File: config.mk
export PLATFORM = sky130hd
export DESIGN_NAME = regfile_flat
export DESIGN_NICKNAME = d
export VERILOG_FILES = /design/src/rtl/regfile_if.sv /design/src/rtl/regfile.sv /design/src/flat_wrapper.sv
export SDC_FILE = /design/constraint.sdc
export NUM_CORES = 2
export LEC_CHECK = 0
export BUFFER_PORTS_ARGS = -buffer_cell sky130_fd_sc_hd__buf_2
export CORE_UTILIZATION = 55
export DETAILED_ROUTE_END_ITERATION = 12
export GPL_ROUTABILITY_DRIVEN = 0
export PLACE_DENSITY = 0.82
export SLEW_MARGIN = 5
export SYNTH_ARGS = -nofsm -noshare
export SYNTH_HDL_FRONTEND = slang
export SYNTH_SLANG_ARGS = --single-unit
export TNS_END_PERCENT = 100
File: constraint.sdc
create_clock -name clk -period 59 [get_ports clk]
set_input_delay 5.9 -clock clk [delete_from_list [all_inputs] [get_ports clk]]
set_output_delay 5.9 -clock clk [all_outputs]
set_load 0.01 [all_outputs]
File: src/rtl/regfile_if.sv
// Register-file port bundle between the ID/WB stages and the register storage.
// One write port (WB) and two combinational read ports (ID).
interface regfile_if #(
    parameter int DATA_W = 64
);
    // Protocol: no valid/ready pairing. A write is committed on the rising clk
    // edge whenever RegWrite is high (and WriteRegister != 31); reads are
    // purely combinational from the address inputs and see same-cycle writes.
    logic              RegWrite;
    logic [4:0]        WriteRegister;
    logic [DATA_W-1:0] WriteData;
    logic [4:0]        ReadRegister1;
    logic [4:0]        ReadRegister2;
    logic [DATA_W-1:0] ReadData1;
    logic [DATA_W-1:0] ReadData2;

    modport master (
        output RegWrite, WriteRegister, WriteData, ReadRegister1, ReadRegister2,
        input  ReadData1, ReadData2
    );

    modport slave (
        input  RegWrite, WriteRegister, WriteData, ReadRegister1, ReadRegister2,
        output ReadData1, ReadData2
    );
endinterface

File: src/rtl/regfile.sv
// 32 x DATA_W register file with one write port, two combinational read ports,
// same-cycle write-through forwarding and a hardwired-zero X31 (XZR).
module regfile #(
    parameter int DATA_W = 64,
    parameter int NREGS  = 32
) (
    input logic      clk,
    input logic      reset,
    regfile_if.slave rf
);
    localparam logic [4:0] ZERO_REG = 5'd31;

    // Only X0..X30 have storage; X31 is synthesised as a constant zero.
    logic [DATA_W-1:0] regs [0:NREGS-2];
    logic [NREGS-2:0]  writeEnable;

    always_comb begin
        writeEnable = '0;
        for (int i = 0; i < NREGS - 1; i++) begin
            writeEnable[i] = rf.RegWrite && (rf.WriteRegister == 5'(i));
        end
    end

    for (genvar g = 0; g < NREGS - 1; g++) begin : gWord
        always_ff @(posedge clk or posedge reset) begin
            if (reset) begin
                regs[g] <= '0;
            end else if (writeEnable[g]) begin
                regs[g] <= rf.WriteData;
            end
        end
    end

    // Priority: XZR/reset zero, then forwarding of the in-flight write, then storage.
    always_comb begin
        rf.ReadData1 = '0;
        if (reset || rf.ReadRegister1 == ZERO_REG) begin
            rf.ReadData1 = '0;
        end else if (rf.RegWrite && rf.WriteRegister == rf.ReadRegister1) begin
            rf.ReadData1 = rf.WriteData;
        end else begin
            rf.ReadData1 = regs[rf.ReadRegister1];
        end
    end

    always_comb begin
        rf.ReadData2 = '0;
        if (reset || rf.ReadRegister2 == ZERO_REG) begin
            rf.ReadData2 = '0;
        end else if (rf.RegWrite && rf.WriteRegister == rf.ReadRegister2) begin
            rf.ReadData2 = rf.WriteData;
        end else begin
            rf.ReadData2 = regs[rf.ReadRegister2];
        end
    end
endmodule

File: src/flat_wrapper.sv
// flat-port wrapper written by rule: the top's interface ports become plain ports
module regfile_flat 
#(
    parameter int DATA_W = 64,
    parameter int NREGS  = 32
)
  (clk, reset, rf_RegWrite, rf_WriteRegister, rf_WriteData, rf_ReadRegister1, rf_ReadRegister2, rf_ReadData1, rf_ReadData2);
  regfile_if #(.DATA_W(DATA_W)) rf_i ();
  input logic clk;
  input logic reset;
  input wire logic [$bits(rf_i.RegWrite)-1:0] rf_RegWrite;
  input wire logic [$bits(rf_i.WriteRegister)-1:0] rf_WriteRegister;
  input wire logic [$bits(rf_i.WriteData)-1:0] rf_WriteData;
  input wire logic [$bits(rf_i.ReadRegister1)-1:0] rf_ReadRegister1;
  input wire logic [$bits(rf_i.ReadRegister2)-1:0] rf_ReadRegister2;
  output wire logic [$bits(rf_i.ReadData1)-1:0] rf_ReadData1;
  output wire logic [$bits(rf_i.ReadData2)-1:0] rf_ReadData2;
  assign rf_i.RegWrite = rf_RegWrite;
  assign rf_i.WriteRegister = rf_WriteRegister;
  assign rf_i.WriteData = rf_WriteData;
  assign rf_i.ReadRegister1 = rf_ReadRegister1;
  assign rf_i.ReadRegister2 = rf_ReadRegister2;
  assign rf_ReadData1 = rf_i.ReadData1;
  assign rf_ReadData2 = rf_i.ReadData2;
  regfile #(.DATA_W(DATA_W), .NREGS(NREGS)) u_core (.clk(clk), .reset(reset), .rf(rf_i));
endmodule
==> qor.yml <==
status: "finished clean"
synth.distinct_cells: 64
placed_cells: 9473
clock_skew_ns: 0
r2r-start: "u_core.regs[1512]"
synth-edff-count: 0
hpwlAfterDp_mm: 204
avgViaCountPerCell: 7.59
r2r_cells: 1
ys_seq_elements: 1984
fin_crit_sh_pct: 28.7
yosysSeqAreaShare_pct: 46.5
grt_pass1_vias: 76747
cts-root-buf: "clkbuf_16"
cts_setup_buffers: 0
wl_mm: 364
power_leakage_nw: 50.8
final_cell_mix: "dfrtp_1, mux2_2, mux4_2, mux2i_1"
tightest_slew_ns: 1.33
drt-initial-drc-count: 11554
grt_max_degree: 178
die-height_um: 443
yosys_warnings: 0
rows: 161
worstPathMaxFanout: 55
port-buffer-count: 209
power_density_mw_per_mm2: 34.4
antenna_found_initial: 52
synth_nets: 7440
overflow: 0
synth_top_cell_by_area: "dfrtp_1"
clkLatencyLatePin_ns: 0.88
cts_tree: "done"
hold_viol: 0
cp.required_ns: 53.10
reg2reg_slack_ns: 58.14
first_pass_iters: 6
die_area_sq_mm: 0.196
setup_violations: 0
final_layout_size_suffix_gt1_share_pct: 47.6
largest_register: "u_core.regs"
avgSynthCellArea_sq_um: 14.5
n_fill_cell: 13729
cts_buffer_depth: 3
wire_per_inst_um: 36.9
synthArstFlopShare_pct: 100
synth_top_cell_area_share_pct: 46.5
syn_to_final_growth_pct: 8.66
synthCells: 7358
critical_path.endpoint_type: "primary output"
h-tree-depth: 4
fin_cells: 9874
post_cts_resized: 0
finalSetupTns_ns: 0
coreArea_sq_mm: 0.193
die_w_um: 443
min_from: "u_core.regs[1754]"
r2r-end: "u_core.regs[1512]"
num_vias: 74982
nNetsFinal: 7233
fmax_mhz: 59.0
critPathKind: "input port to primary output"
rsz0062_at_grt: "false"
largest_register_ffs: 1984
cts_hold_buf: 0
period_needed_ns: 16.95
cap_violations: 0
ant_nets: 0
reg_top3: "u_core.regs: 1984 flops"
critPathArrivalTime_ns: 11.05
initial_utilization_pct: 55.4
synthTopCellsByArea: "dfrtp_1, mux2_2, mux4_2"
final_common_cell: "dfrtp_1"
critPathLaunchType: "input port"
clkTransAtPathRegs_ns: 0.06
drv_slew: 0
hold_depth: 1
syn-cell-area_sq_mm: 0.107
cts_sinks: 1984
post-route-drc-count: 0
grtUsageTotal_pct: 37.0
vdd.ir_drop.worst_v: 0.0000325
holdCritPathClass: "register to register"
holdPathEnd: "u_core.regs[1754]"
io_pins: 210
synth-main-ff-cell: "dfrtp_1"
cts_buffers: 202
grt_first_pass_wirelength_mm: 531
slew_headroom_pct: 10.4
==> stage by stage <==
stage          util (%)  total power, mW  hold slack (ns)  setup WS [ns]  instance area, sq um
3_3_place_gp       56.6             2.58            0.481          42.13                109000
3_5_place_dp       56.6             2.64            0.500          42.11                109000
5_1_grt            60.2             4.12            0.527          41.87                116000
6_report           60.2             3.99            0.513          42.05                116000
2_1_floorplan         -             2.43            0.470          14.21                107000
4_1_cts            60.2             3.97            0.515          42.10                116000
==> report_power, final <==
part           switching (mW)  total, mW  internal (mW)
clock                   0.581       1.34          0.759
sequential              0.208       1.84           1.63
combinational           0.348      0.816          0.468
total                    1.14       3.99           2.86
==> cell type report <==
cell class / instances / area, sq um / area share, %
multi-input cells: 4560 / 53700 / 46.3
flip-flops and latches: 1984 / 49600 / 42.8
clock buffers: 293 / 5860 / 5.04
well taps: 2526 / 3160 / 2.72
repair buffers: 390 / 2550 / 2.19
clock inverters: 72 / 1040 / 0.900
diodes: 36 / 90.1 / 0.0776
inverters: 13 / 52.6 / 0.0453
==> synthesized netlist by cell type (47+ instances only) <==
master / n
dfrtp_1: 1984
mux2_2: 1879
mux4_2: 808
mux2i_1: 425
clkbuf_1: 350
buf_2: 285
nand2_1: 193
o21ai_0: 164
o22ai_1: 131
a21oi_1: 130
a22oi_1: 113
nor2_1: 113
mux2_1: 106
buf_1: 75
buf_4: 62
a22o_1: 52
o211ai_1: 51
nand3_1: 47
==> worst max path at each step <==
| stage | startpoint | end | slack [ns] |
|---|---|---|---|
| 3_3_place_gp | rf_ReadRegister1[0] | rf_ReadData1[63] | 42.13 |
| 2_1_floorplan | reset | rf_ReadData2[20] | 14.21 |
| 5_1_grt | rf_ReadRegister1[0] | rf_ReadData1[63] | 41.87 |
| 6_report | rf_ReadRegister1[0] | rf_ReadData1[63] | 42.05 |
| 4_1_cts | rf_ReadRegister1[0] | rf_ReadData1[63] | 42.10 |
| 3_5_place_dp | rf_ReadRegister1[0] | rf_ReadData1[63] | 42.11 |
==> cell families after synthesis <==
kind of cell | count (synthesis) | share of synthesized area, %
multiplexers | 3240 | 42.5
flip-flops | 1984 | 46.5
AO/OA/AOI/OAI | 842 | 5.34
buffers and inverters | 814 | 3.65
AND/OR/NAND/NOR | 468 | 2.01
XOR/XNOR | 10 | 0.0820
==> layer usage <==
layer | GRT usage [%] | up-vias | share of wire, %
met3 | 12.2 | 1750 | 13
met2 | 54.1 | 6106 | 44
met5 | 0 | - | 0.066
met4 | 28.7 | 36 | 8.8
met1 | 45.6 | 39000 | 34
li1 | - | 28090 | -
==> worst max-delay path: stages <==
cell and delay (ns):
buf_8 0.49, buf_4 0.75, buf_4 0.90, buf_4 0.94, mux4_2 0.39, o22ai_1 0.10
nor2_1 0.18, a21oi_1 0.08, o21ai_0 0.86, buf_2 0.28
Power figures use the tool's default switching activity.
